--- src/rtl/wb_fib_initiator.sv ---
// -----------------------------------------------------------------------------
// wb_fib_initiator
//
// Wishbone classic initiator for the fibonacci user-project register block.
// A local client issues single read/write commands and gets a one-cycle
// response pulse. A bus-timeout guard turns a missing acknowledge into an
// error response. An optional poll mode periodically reads one register
// (FIBONACCI_VAL by default) and publishes the value it returns.
//
// Command handshake: a command transfers on a rising clock edge where
// cmd_valid and cmd_ready are both high. cmd_ready is high only in IDLE and
// does not depend on cmd_valid. The client holds cmd_we/off/sel/dat stable
// while cmd_valid is high and not yet accepted. Responses have no
// backpressure: rsp_valid is a single-cycle pulse, and rsp_err/rsp_dat hold
// until the next response.
//
// Ports:
//   wb_clk_i, wb_rst_ni        clock, asynchronous active-low reset
//   cmd_valid/ready            command handshake
//   cmd_we/off/sel/dat         command write flag, byte offset, selects, data
//   rsp_valid/err/dat          response pulse, error flag, read data
//   poll_en, poll_period       poll mode enable and period in cycles
//   poll_value, poll_update    last polled value and its load pulse
//   err_count                  saturating count of error responses
//   wbm_*                      Wishbone classic initiator port
//   o_dbg_state                current FSM state (IDLE=0, BUS=1, RESP=2)
// -----------------------------------------------------------------------------
module wb_fib_initiator #(
    parameter logic [31:0] BASE_ADDRESS = 32'h3000_0000,
    parameter int          TIMEOUT      = 16,
    parameter int          POLL_WIDTH   = 16,
    parameter logic [7:0]  POLL_OFFSET  = 8'h14
) (
    input  logic                  wb_clk_i,
    input  logic                  wb_rst_ni,

    input  logic                  cmd_valid,
    output logic                  cmd_ready,
    input  logic                  cmd_we,
    input  logic [7:0]            cmd_off,
    input  logic [3:0]            cmd_sel,
    input  logic [31:0]           cmd_dat,

    output logic                  rsp_valid,
    output logic                  rsp_err,
    output logic [31:0]           rsp_dat,

    input  logic                  poll_en,
    input  logic [POLL_WIDTH-1:0] poll_period,
    output logic [31:0]           poll_value,
    output logic                  poll_update,

    output logic [7:0]            err_count,

    output logic                  wbm_cyc_o,
    output logic                  wbm_stb_o,
    output logic                  wbm_we_o,
    output logic [3:0]            wbm_sel_o,
    output logic [31:0]           wbm_adr_o,
    output logic [31:0]           wbm_dat_o,
    input  logic [31:0]           wbm_dat_i,
    input  logic                  wbm_ack_i,

    output logic [1:0]            o_dbg_state
);

    typedef enum logic [1:0] {
        ST_IDLE = 2'd0,
        ST_BUS  = 2'd1,
        ST_RESP = 2'd2
    } state_t;

    // Last timeout-counter value before the transfer is abandoned; the
    // counter starts at 0 in the first BUS cycle, so the bus is held for
    // exactly TIMEOUT cycles when no acknowledge arrives.
    localparam logic [7:0] TO_LAST = 8'(TIMEOUT - 1);

    state_t                r_state;
    state_t                w_next_state;

    // Latched transaction
    logic                  r_we;
    logic [7:0]            r_off;
    logic [3:0]            r_sel;
    logic [31:0]           r_dat;
    logic                  r_is_poll;
    logic [7:0]            r_tcnt;

    // Response / publish registers
    logic                  r_rsp_valid;
    logic                  r_rsp_err;
    logic [31:0]           r_rsp_dat;
    logic [31:0]           r_poll_value;
    logic                  r_poll_update;
    logic [7:0]            r_err_count;

    // Poll scheduling
    logic [POLL_WIDTH-1:0] r_poll_timer;
    logic                  r_poll_pending;

    // FSM decisions
    logic                  w_latch_cmd;
    logic                  w_latch_poll;
    logic                  w_enter_resp;
    logic                  w_xfer_err;
    logic [31:0]           w_xfer_dat;
    logic                  w_resp_is_poll;
    logic                  w_in_bus;
    logic                  w_poll_due;

    // -------------------------------------------------------------------------
    // State register
    // -------------------------------------------------------------------------
    always_ff @(posedge wb_clk_i or negedge wb_rst_ni) begin
        if (!wb_rst_ni) begin
            r_state <= ST_IDLE;
        end else begin
            r_state <= w_next_state;
        end
    end

    // -------------------------------------------------------------------------
    // Next-state and transaction decisions
    // -------------------------------------------------------------------------
    always_comb begin
        w_next_state = r_state;
        w_latch_cmd  = 1'b0;
        w_latch_poll = 1'b0;
        w_enter_resp = 1'b0;
        w_xfer_err   = 1'b0;
        w_xfer_dat   = 32'h0;

        case (r_state)
            ST_IDLE: begin
                if (cmd_valid) begin
                    w_latch_cmd = 1'b1;
                    // Misaligned offsets never reach the bus.
                    if (cmd_off[1:0] != 2'b00) begin
                        w_next_state = ST_RESP;
                        w_enter_resp = 1'b1;
                        w_xfer_err   = 1'b1;
                    end else begin
                        w_next_state = ST_BUS;
                    end
                end else if (r_poll_pending) begin
                    w_latch_poll = 1'b1;
                    w_next_state = ST_BUS;
                end
            end

            ST_BUS: begin
                if (wbm_ack_i) begin
                    w_next_state = ST_RESP;
                    w_enter_resp = 1'b1;
                    w_xfer_dat   = r_we ? 32'h0 : wbm_dat_i;
                end else if (r_tcnt == TO_LAST) begin
                    w_next_state = ST_RESP;
                    w_enter_resp = 1'b1;
                    w_xfer_err   = 1'b1;
                end
            end

            ST_RESP: begin
                w_next_state = ST_IDLE;
            end

            default: begin
                w_next_state = ST_IDLE;
            end
        endcase
    end

    // Only a transfer leaving BUS can belong to a poll; the IDLE->RESP
    // shortcut is always a misaligned command.
    assign w_resp_is_poll = (r_state == ST_BUS) && r_is_poll;

    // -------------------------------------------------------------------------
    // Transaction latch and timeout counter
    // -------------------------------------------------------------------------
    always_ff @(posedge wb_clk_i or negedge wb_rst_ni) begin
        if (!wb_rst_ni) begin
            r_we      <= 1'b0;
            r_off     <= 8'h0;
            r_sel     <= 4'h0;
            r_dat     <= 32'h0;
            r_is_poll <= 1'b0;
            r_tcnt    <= 8'h0;
        end else begin
            if (w_latch_cmd) begin
                r_we      <= cmd_we;
                r_off     <= cmd_off;
                r_sel     <= cmd_sel;
                r_dat     <= cmd_dat;
                r_is_poll <= 1'b0;
            end else if (w_latch_poll) begin
                r_we      <= 1'b0;
                r_off     <= POLL_OFFSET;
                r_sel     <= 4'hF;
                r_dat     <= 32'h0;
                r_is_poll <= 1'b1;
            end

            if (r_state == ST_BUS) begin
                r_tcnt <= r_tcnt + 8'd1;
            end else begin
                r_tcnt <= 8'h0;
            end
        end
    end

    // -------------------------------------------------------------------------
    // Responses, poll publication and error counter. All are loaded on the
    // edge entering RESP, so the pulses line up with the RESP cycle.
    // -------------------------------------------------------------------------
    always_ff @(posedge wb_clk_i or negedge wb_rst_ni) begin
        if (!wb_rst_ni) begin
            r_rsp_valid   <= 1'b0;
            r_rsp_err     <= 1'b0;
            r_rsp_dat     <= 32'h0;
            r_poll_value  <= 32'h0;
            r_poll_update <= 1'b0;
            r_err_count   <= 8'h0;
        end else begin
            r_rsp_valid   <= w_enter_resp && !w_resp_is_poll;
            r_poll_update <= w_enter_resp && w_resp_is_poll && !w_xfer_err;

            if (w_enter_resp) begin
                if (!w_resp_is_poll) begin
                    r_rsp_err <= w_xfer_err;
                    r_rsp_dat <= w_xfer_dat;
                end else if (!w_xfer_err) begin
                    r_poll_value <= w_xfer_dat;
                end

                if (w_xfer_err && (r_err_count != 8'hFF)) begin
                    r_err_count <= r_err_count + 8'd1;
                end
            end
        end
    end

    // -------------------------------------------------------------------------
    // Poll timer. Compare-and-clear keeps the timer at or below poll_period,
    // so it never wraps. A newly elapsed period wins over the clear caused by
    // a poll starting, which keeps period 0 polling back-to-back.
    // -------------------------------------------------------------------------
    assign w_poll_due = (r_poll_timer >= poll_period);

    always_ff @(posedge wb_clk_i or negedge wb_rst_ni) begin
        if (!wb_rst_ni) begin
            r_poll_timer   <= '0;
            r_poll_pending <= 1'b0;
        end else if (!poll_en) begin
            r_poll_timer   <= '0;
            r_poll_pending <= 1'b0;
        end else begin
            if (w_poll_due) begin
                r_poll_timer   <= '0;
                r_poll_pending <= 1'b1;
            end else begin
                r_poll_timer <= r_poll_timer + 1'b1;
                if (w_latch_poll) begin
                    r_poll_pending <= 1'b0;
                end
            end
        end
    end

    // -------------------------------------------------------------------------
    // Outputs. Bus signals are decoded from state so that the asynchronous
    // reset drops cyc/stb without waiting for a clock edge.
    // -------------------------------------------------------------------------
    assign w_in_bus = (r_state == ST_BUS);

    assign cmd_ready = (r_state == ST_IDLE) && wb_rst_ni;

    assign wbm_cyc_o = w_in_bus;
    assign wbm_stb_o = w_in_bus;
    assign wbm_we_o  = w_in_bus && r_we;
    assign wbm_sel_o = w_in_bus ? r_sel : 4'h0;
    // Offset is OR-ed into the base; no carry into the upper bits.
    assign wbm_adr_o = w_in_bus ? (BASE_ADDRESS | {24'h0, r_off}) : 32'h0;
    assign wbm_dat_o = (w_in_bus && r_we) ? r_dat : 32'h0;

    assign rsp_valid   = r_rsp_valid;
    assign rsp_err     = r_rsp_err;
    assign rsp_dat     = r_rsp_dat;
    assign poll_value  = r_poll_value;
    assign poll_update = r_poll_update;
    assign err_count   = r_err_count;
    assign o_dbg_state = r_state;

endmodule

--- config.mk ---
export PLATFORM = sky130hd
export DESIGN_NAME = wb_fib_initiator
export DESIGN_NICKNAME = d
export VERILOG_FILES = /design/src/rtl/wb_fib_initiator.sv
export SDC_FILE = /design/constraint.sdc
export NUM_CORES = 1
export LEC_CHECK = 0
export CAP_MARGIN = 20
export CORE_ASPECT_RATIO = 1.75
export CORE_UTILIZATION = 40
export DETAILED_ROUTE_END_ITERATION = 6
export GPL_ROUTABILITY_DRIVEN = 0
export GPL_TIMING_DRIVEN = 0
export HOLD_SLACK_MARGIN = 0.12
export MAX_ROUTING_LAYER = met4
export PLACE_DENSITY = 0.78
export SKIP_CTS_REPAIR_TIMING = 1
export SLEW_MARGIN = 15
export SYNTH_ARGS = -nofsm -noshare
export SYNTH_HDL_FRONTEND = slang
export SYNTH_SLANG_ARGS = --single-unit
--- constraint.sdc ---
create_clock -name wb_clk_i -period 5.65 [get_ports wb_clk_i]
set_clock_uncertainty 0.1 [all_clocks]
set_input_delay 1.4125 -clock wb_clk_i [delete_from_list [all_inputs] [get_ports wb_clk_i]]
set_output_delay 1.4125 -clock wb_clk_i [all_outputs]
set_load 0.03 [all_outputs]
==> metrics.md, run 1 <==
| Metric | Value |
|---|---|
| Area post-placement | 9590 um2 |
| Leakage | 4.54 nW |
| H-tree depth | 4 |
| Avg Cell Area, Syn | 10.6 um2 |
| Die ar. | 17,900 um2 |
| Yosys top cell area share | 53.2% |
| Tot GR Track Use | 22.7% |
| Comb power frac | 20.7% |
| FMAX | 0.216 GHz |
| Clock Pin Slew Worst Setup and Hold Paths | 60 ps |
| CP Cell Sequence | buf_8 > buf_16 > and2_1 > clkdlybuf4s50_1 |
| Max transition margin | 42.5% |
| Min-Delay Path Class | flop to flop |
| Initial drt markers | 193 |
| Delay-heaviest family, CP | buffers and inverters |
| Worst setup margin | 1020 ps |
| # rows | 63 |
| Detailed placement HPWL | 14.4 mm |
| Clk root buf | clkbuf_16 |
| Pwr Density | 290 nW/um2 |
| Final hold vios | 0 |
| Area of the multi-input gates | 2790 um2 |
| Pins over their slew limit | 0 |
| Clock Latency Late Sink | 420 ps |
| Switching fraction of total power | 30.7% |
| Top cells by area, synth | dfrtp_1, a22o_1, mux2i_1 |
| FF/Latch Area | 3700 um2 |
| Setup violators final | 0 |
| Maximum number of pins on one net before global-route repair | 83 |
| Number of global-route vias before repair | 5,881 |
| Worst Max-Slew Pin Slew | 860 ps |
| Core Footprint | 16,900 um2 |
| Max clock buf depth | 2 |
| CTS tree | built |
| Tcrit/Tclk final | 82.0% |
| Via-to-Cell Ratio | 5.01 |
| Routed vias | 5,824 |
| Most frequent cells in the layout | clkdlybuf4s50_1, dfrtp_1, nand2_1 |
| Worst slack, placed | 955 ps |
| Tot Pwr | 2.95 mW |
| Clock power frac | 36.5% |
| Ports | 247 |
| DRC viols | 0 |
| Final wirelength | 19.1 mm |
| Synthesis Warnings | 0 |
| WS Path Type | input pin to output pin |
| # port buffers | 224 |
| Status | finished clean |
| CP Capture Type | output pin |
| Worst-path fanout max | 82 |
| Synth cell types | 53 |
| DRT Pass-1 Iters | 4 |
| Unrepaired setup endpoints after global routing | no |
| Initial Util | 41.0% |
| MaxCap Viol Count | 0 |
| Internal power | 2.04 mW |
| Min Hold Slack | 357 ps |
| Critical path launch point type | input pin |
| Synthesized area | 6960 um2 |
| Design Area, Final | 10,200 um2 |
| Sequential Power Share | 42.8% |
| Routed len/inst | 16.5 um |
| Period minus WS final | 4630 ps |
| Flops & latches, synth | 148 |
| WP data arrival | 3120 ps |
| Max stage delay on crit path | 680 ps |
| Fraction of layout cells with a size suffix above 1 | 8.98% |
| Commonest non-fill, non-tap cell in the layout | clkdlybuf4s50_1 |
| First-pass GRT wire length | 29.7 mm |
| Fill cells | 1,452 |
| Peak VDD IR | 0.185 mV |
| CTS buffer count | 17 |
| Post-route ant nets | 0 |
| Sequential cell area fraction in the yosys report | 53.2% |
| Slowest-stage cell, CP | clkdlybuf4s50_1 |
| Total grt overflow | 0 |
| Synthesis-to-finish area growth | 46.0% |
| Post-synth top area cell | dfrtp_1 |
| Worst path required time | 4140 ps |
| Clk sinks | 148 |
| Die Width | 102 um |
| Final nets | 1,039 |
| Initial antenna violation count | 1 |
| Die Span Y | 176 um |
| Sw power | 0.903 mW |
| Post-synthesis cell count | 657 |
| Buf/Inv on CP | 3 |
final cells by class:
class                           count  share of cell area [%]
Clock inverter                     15                    1.33
Tap cell                          227                    2.80
Timing Repair Buffer              225                    22.4
Buffer                             61                    3.44
Clock buffer                       17                    4.19
Antenna cell                        1                  0.0246
Sequential cell                   148                    36.5
Multi-Input combinational cell    417                    27.4
Inverter                           52                    1.92
power by group through the flow:
stage	Sequential, mW	Combinational [mW]	Clock (mW)
4_1_cts	1.26	0.618	1.10
2_1_floorplan	1.32	0.293	0
3_5_place_dp	1.28	0.619	0
3_3_place_gp	1.27	0.604	0
5_1_grt	1.28	0.661	1.14
6_report	1.26	0.611	1.08
kinds of logic after synthesis:
logic type | count (synthesis) | synth area share [%]
AND/OR/NAND/NOR | 207 | 15.4
other | 1 | 0.0539
buffers and inverters | 113 | 7.82
multiplexers | 42 | 6.21
flip-flops | 148 | 53.2
AO/OA/AOI/OAI | 108 | 11.5
XOR/XNOR | 19 | 2.39
adder cells (fa/ha/maj) | 19 | 3.42
synthesized netlist by cell type, drive strengths merged:
master / count
mux2i: 33
nand2b: 3
a22o: 39
nor2: 13
nand3: 15
and4b: 1
o21a: 1
buf: 32
a21o: 2
nand4b: 1
and3: 36
a211oi: 2
mux2: 9
nor4b: 1
xor2: 8
o2bb2ai: 1
o2111ai: 1
a221oi: 1
o41a: 1
xnor2: 11
or3b: 1
and4: 2
clkbuf: 29
or4: 1
o41ai: 2
a21oi: 8
nand4: 5
o22a: 6
ha: 19
nor3b: 2
dfrtp: 148
and2: 18
conb: 1
a2111oi: 3
o31a: 1
nor3: 4
a32oi: 1
nand2: 84
nor4: 17
or2: 2
o31ai: 2
o21ai: 37
inv: 52
or4b: 1
flip-flops by register name, summed over array words and instances (netlist names), 2 cells and up:
| name | count |
|---|---|
| rsp_dat | 32 |
| r_off | 8 |
| err_count | 8 |
| r_poll_timer | 16 |
| r_dat | 32 |
| r_tcnt | 8 |
| poll_value | 32 |
| o_dbg_state | 2 |
| r_sel | 4 |
path summary, 6_finish.rpt:
check                               start            end  slack, ps  cells past startpoint
max                             wb_rst_ni      cmd_ready       1020                      4
min                             r_tcnt[0]      r_tcnt[0]        360                      1
max reg2reg                o_dbg_state[1]  poll_value[3]       3050                      6
min reg2reg                     r_tcnt[0]      r_tcnt[0]        360                      1
max in group asynchronous       wb_rst_ni      r_dat[27]       3840                      2
min in group asynchronous       wb_rst_ni    rsp_dat[14]        820                      1
per-layer routing:
metal	part of all wire [%]	GRT usage, %
met5	0	-
met4	3.7	11.4
met3	4.0	4.04
met2	55	39.8
met1	38	24.0
worst reg2reg max path: cells and delay by family, from the launching register on:
family	cells	cell delay, ps
AO/OA/AOI/OAI	1	200
AND/OR/NAND/NOR	3	1060
buffers and inverters	2	700
flip-flops	1	470
per-stage QoR:
step	util [%]	cells	setup TNS [ps]
CTS	59.9	1162	0
global placement	56.4	1129	-429120
finish	59.9	1163	0
global route	59.9	1163	0
detailed placement	56.6	1130	0
floorplan	-	678	0
Power figures use the tool's default switching activity.
==> run 2, diff against run 1 <==
Clock period 5.65 ns to 4.4 ns, I/O delays scaled along.
==> run 2 against run 1 <==
First-iteration DRC count down 1.0%. Power up 28%. Design area about the same. Sequential cell count unchanged. Register-to-register slack worse by 1300 ps. Routed wire length about the same. Clock power up 28%. Sequential power up 29%. Cell count unchanged.
==> metrics.md, run 2 (same netlist as run 1, synthesis figures left out) <==
| Metric | Value |
|---|---|
| Die Span Y | 176 um |
| Clock Latency Late Sink | 420 ps |
| Busiest metal layer after global routing | met2 |
| Tcrit/Tclk final | 94.4% |
| # port buffers | 224 |
| CTS tree | built |
| Clk root buf | clkbuf_16 |
| Core Footprint | 16,900 um2 |
| Initial antenna violation count | 1 |
| Met1 Use GR | 24.0% |
| Post-route ant nets | 0 |
| Worst Max-Slew Pin Slew | 861 ps |
| Final hold vios | 0 |
| Worst path required time | 3200 ps |
| DRC viols | 0 |
| Worst slack, placed | 330 ps |
| Routed len/inst | 16.4 um |
| Fill cells | 1,451 |
| H-tree depth | 4 |
| GRT met2 Usage | 39.8% |
| Detailed placement HPWL | 14.4 mm |
| Leakage | 4.54 nW |
| Area post-placement | 9590 um2 |
| Tot Pwr | 3.78 mW |
| Fraction of layout cells with a size suffix above 1 | 9.09% |
| Critical path launch point type | flop |
| M3 GR Usage | 4.04% |
| Slowest-stage cell, CP | clkdlybuf4s50_1 |
| Flop2flop setup slack | 1790 ps |
| Commonest non-fill, non-tap cell in the layout | clkdlybuf4s50_1 |
| Initial drt markers | 191 |
| CP Capture Type | output pin |
| Period minus WS final | 4150 ps |
| Die ar. | 17,900 um2 |
| Max transition margin | 42.5% |
| # rows | 63 |
| Final core utilization | 59.9% |
| DRT Pass-1 Iters | 4 |
| Ports | 247 |
| Pins over their slew limit | 0 |
| Total grt overflow | 0 |
| CP Cell Sequence | nand2b_1 > buf_2 > inv_1 > clkbuf_2 > clkbuf_1 > and3_1 > clkdlybuf4s50_1 |
| Status | finished clean |
| Tot GR Track Use | 22.7% |
| Final nets | 1,039 |
| MaxCap Viol Count | 0 |
| Unrepaired setup endpoints after global routing | no |
| Min Hold Slack | 357 ps |
| Setup violators final | 0 |
| Most frequent cells in the layout | clkdlybuf4s50_1, dfrtp_1, nand2_1 |
| First-pass GRT wire length | 29.7 mm |
| Number of global-route vias before repair | 5,881 |
| Design Area, Final | 10,200 um2 |
| Worst setup margin | 246 ps |
| WP data arrival | 2950 ps |
| WS Path Type | flop to output pin |
| Die Width | 102 um |
| Worst-path fanout max | 10 |
| Synthesis-to-finish area growth | 46.0% |
| Routed vias | 5,826 |
| Via-to-Cell Ratio | 5.01 |
| Min-Delay Path Class | flop to flop |
| Peak VDD IR | 0.237 mV |
| Max clock buf depth | 2 |
| Final wirelength | 19.1 mm |
| Pwr Density | 373 nW/um2 |
| FMAX | 0.241 GHz |
| Clk sinks | 148 |
| Clock Pin Slew Worst Setup and Hold Paths | 60 ps |
| Maximum number of pins on one net before global-route repair | 83 |
| Max stage delay on crit path | 670 ps |
| Initial Util | 41.0% |
| CTS buffer count | 17 |
run 2: cell counts in the layout (fill, tap and decap cells not counted):
No cell type changed its count.
run 2: stage by stage:
| stage | instances | setup TNS, ps |
|---|---|---|
| final | 1163 | 0 |
| after global routing | 1163 | 0 |
| after CTS | 1162 | 0 |
| after detailed placement | 1130 | 0 |
| after global placement | 1129 | -568500 |
| after floorplan | 678 | 0 |
run 2: layout make-up:
cell class,count,area [um2],area share [%]
multi-input cells,417,2790,27.4
repair buffers,225,2270,22.4
clock buffers,17,425,4.19
diodes,1,2.50,0.0246
plain buffers,61,350,3.45
inverters,52,195,1.92
well taps,227,284,2.80
flip-flops and latches,148,3700,36.5
clock inverters,15,135,1.33
run 2: critical path: cells and delay by family, from the launching register on:
family,cells,cell delay [ps]
and+or+nand+nor,2,420
buffers and inverters,5,1660
DFF,1,470
run 2: power by group:
group          leakage (nW)  switching (mW)  internal, mW
registers              1.97           0.113          1.51
logic                  2.31           0.412         0.372
clock network         0.261           0.635         0.746
total                  4.54            1.16          2.62
run 2: worst paths after layout:
path | from | endpoint | cells after the start
min in group asynchronous | wb_rst_ni | rsp_dat[14] | 1
worst max-delay path | o_dbg_state[1] | wbm_dat_o[9] | 7
worst max register to register | o_dbg_state[1] | poll_value[3] | 6
max in group asynchronous | wb_rst_ni | r_dat[27] | 2
worst min-delay path | r_tcnt[0] | r_tcnt[0] | 1
worst min register to register | r_tcnt[0] | r_tcnt[0] | 1
run 2: per-layer routing:
layer | up-vias | share of wire (%)
li1 | 2761 | -
met1 | 2828 | 38
met2 | 194 | 55
met3 | 43 | 4.1
met4 | 0 | 3.7
met5 | - | 0
==> run 3, diff against run 2 <==
Settings changed: CORE_UTILIZATION 40 to 45, PLACE_DENSITY 0.78 to 0.85.
==> run 3 against run 2 <==
Sequential share of layout area decreased by 0.16 points. Power up 6.3%. Highest routed layer unchanged. Design area up 0.43%. Via count is 0.24% higher. Sequential cell count is the same. Sequential power is essentially flat. Critical path type unchanged.
==> metrics.md, run 3 (same netlist as run 1, synthesis figures left out) <==
| Metric | Value |
|---|---|
| Number of global-route vias before repair | 6,063 |
| Area post-placement | 9540 um2 |
| Slowest-stage cell, CP | clkdlybuf4s50_1 |
| Routed vias | 5,840 |
| Max stage delay on crit path | 670 ps |
| Initial antenna violation count | 0 |
| Routed len/inst | 17.1 um |
| Pins over their slew limit | 0 |
| Design Area, Final | 10,200 um2 |
| Setup TNS | 0 ps |
| Clk root buf | clkbuf_16 |
| Die Width | 96.0 um |
| Buf/Inv on CP | 5 |
| Final wirelength | 19.2 mm |
| Commonest non-fill, non-tap cell in the layout | clkdlybuf4s50_1 |
| First-pass GRT wire length | 30.4 mm |
| DRC viols | 0 |
| DRT Pass-1 Iters | 4 |
| Synthesis-to-finish area growth | 46.7% |
| Leakage | 4.60 nW |
| Worst setup margin | 260 ps |
| Worst Max-Slew Pin Slew | 897 ps |
| Tcrit/Tclk final | 94.1% |
| Worst-path fanout max | 10 |
| Setup violators final | 0 |
| Die ar. | 16,000 um2 |
| WS Path Type | flop to output pin |
| # port buffers | 224 |
| Most frequent cells in the layout | clkdlybuf4s50_1, dfrtp_1, nand2_1 |
| Final nets | 1,039 |
| Unrepaired setup endpoints after global routing | no |
| Ports | 247 |
| Tot GR Track Use | 25.9% |
| Min-Delay Path Class | flop to flop |
| ANT cells | 0 |
| Via-to-Cell Ratio | 5.22 |
| Fraction of layout cells with a size suffix above 1 | 9.09% |
| CTS tree | built |
| # rows | 59 |
| Critical path launch point type | flop |
| Initial drt markers | 219 |
| FMAX | 0.242 GHz |
| H-tree depth | 4 |
| Clock Latency Late Sink | 410 ps |
| Max transition margin | 40.1% |
| Max clock buf depth | 2 |
| Core Footprint | 15,000 um2 |
| Min Hold Slack | 352 ps |
| Period minus WS final | 4140 ps |
| Delay-heaviest family, CP | buffers and inverters |
| Detailed placement HPWL | 14.2 mm |
| WP data arrival | 2940 ps |
| Die Span Y | 166 um |
| CTS buffer count | 17 |
| MaxCap Viol Count | 0 |
| CP Cell Sequence | nand2b_1 > buf_2 > inv_1 > clkbuf_2 > clkbuf_1 > and3_1 > clkdlybuf4s50_1 |
| Status | finished clean |
| Finished Layout Cells | 1,118 |
| Clk sinks | 148 |
| Pwr Density | 394 nW/um2 |
| Final hold vios | 0 |
| Peak VDD IR | 0.232 mV |
| Post-placement cell count | 1,086 |
| Maximum number of pins on one net before global-route repair | 88 |
| Post-route ant nets | 0 |
| CP Capture Type | output pin |
| Worst slack, placed | 327 ps |
| Clock Pin Slew Worst Setup and Hold Paths | 60 ps |
| Initial Util | 46.4% |
| Worst path required time | 3200 ps |
| Total grt overflow | 0 |
## run 3: cell count changes in the layout (fill, tap and decap cells not counted)
cell        before  now
diode_2          1    0
inv_6            5    3
inv_8            4    0
clkbuf_8         0    1
clkinv_2         0    1
clkinvlp_4       5    2
clkinv_4         1    3
bufinv_16        0    5
## run 3: final timing paths
path | endpoint | startpoint | depth (start not counted) | slack, ps
worst max-delay path | wbm_dat_o[25] | o_dbg_state[1] | 7 | 260
worst min-delay path | r_tcnt[0] | r_tcnt[0] | 1 | 350
worst max register to register | poll_value[26] | o_dbg_state[1] | 6 | 1790
worst min register to register | r_tcnt[0] | r_tcnt[0] | 1 | 350
max in group asynchronous | err_count[4] | wb_rst_ni | 2 | 2890
min in group asynchronous | rsp_dat[10] | wb_rst_ni | 1 | 510
## run 3: cell type report
| type | instances | area [um2] |
|---|---|---|
| Inverter | 52 | 195 |
| Buffer | 61 | 350 |
| Clock buffer | 18 | 439 |
| Fill cell | 1147 | 4780 |
| Multi-Input combinational cell | 417 | 2790 |
| Clock inverter | 14 | 223 |
| Sequential cell | 148 | 3700 |
| Tap cell | 183 | 229 |
| Timing Repair Buffer | 225 | 2270 |
## run 3: where the power goes
part | internal, mW | leakage [nW] | total, mW | switching [mW]
clock | 1.03 | 0.318 | 1.61 | 0.583
combinational | 0.373 | 2.31 | 0.785 | 0.413
sequential | 1.51 | 1.97 | 1.62 | 0.118
## run 3: per-stage QoR
step,utilization (%),power (mW)
after CTS,68.1,4.05
after global placement,63.4,2.41
final,68.1,4.02
after floorplan,-,2.07
after detailed placement,63.6,2.43
after global routing,68.1,4.19
## run 3: worst reg2reg max path, stage by stage (launching register included)
cell	delay [ps]
dfrtp_1	460
nand2b_1	180
buf_2	180
nor3b_1	740
clkbuf_1	530
nand2_1	170
o21ai_0	160
## run 3: routing by layer
metal	up-vias	routed length [um]	GRT usage (%)	part of all wire, %
met5	-	0	-	0
met4	0	805	13.3	4.2
met3	46	683	3.47	3.6
met2	179	10400	45.0	54
met1	2857	7240	28.0	38
li1	2758	-	-	-
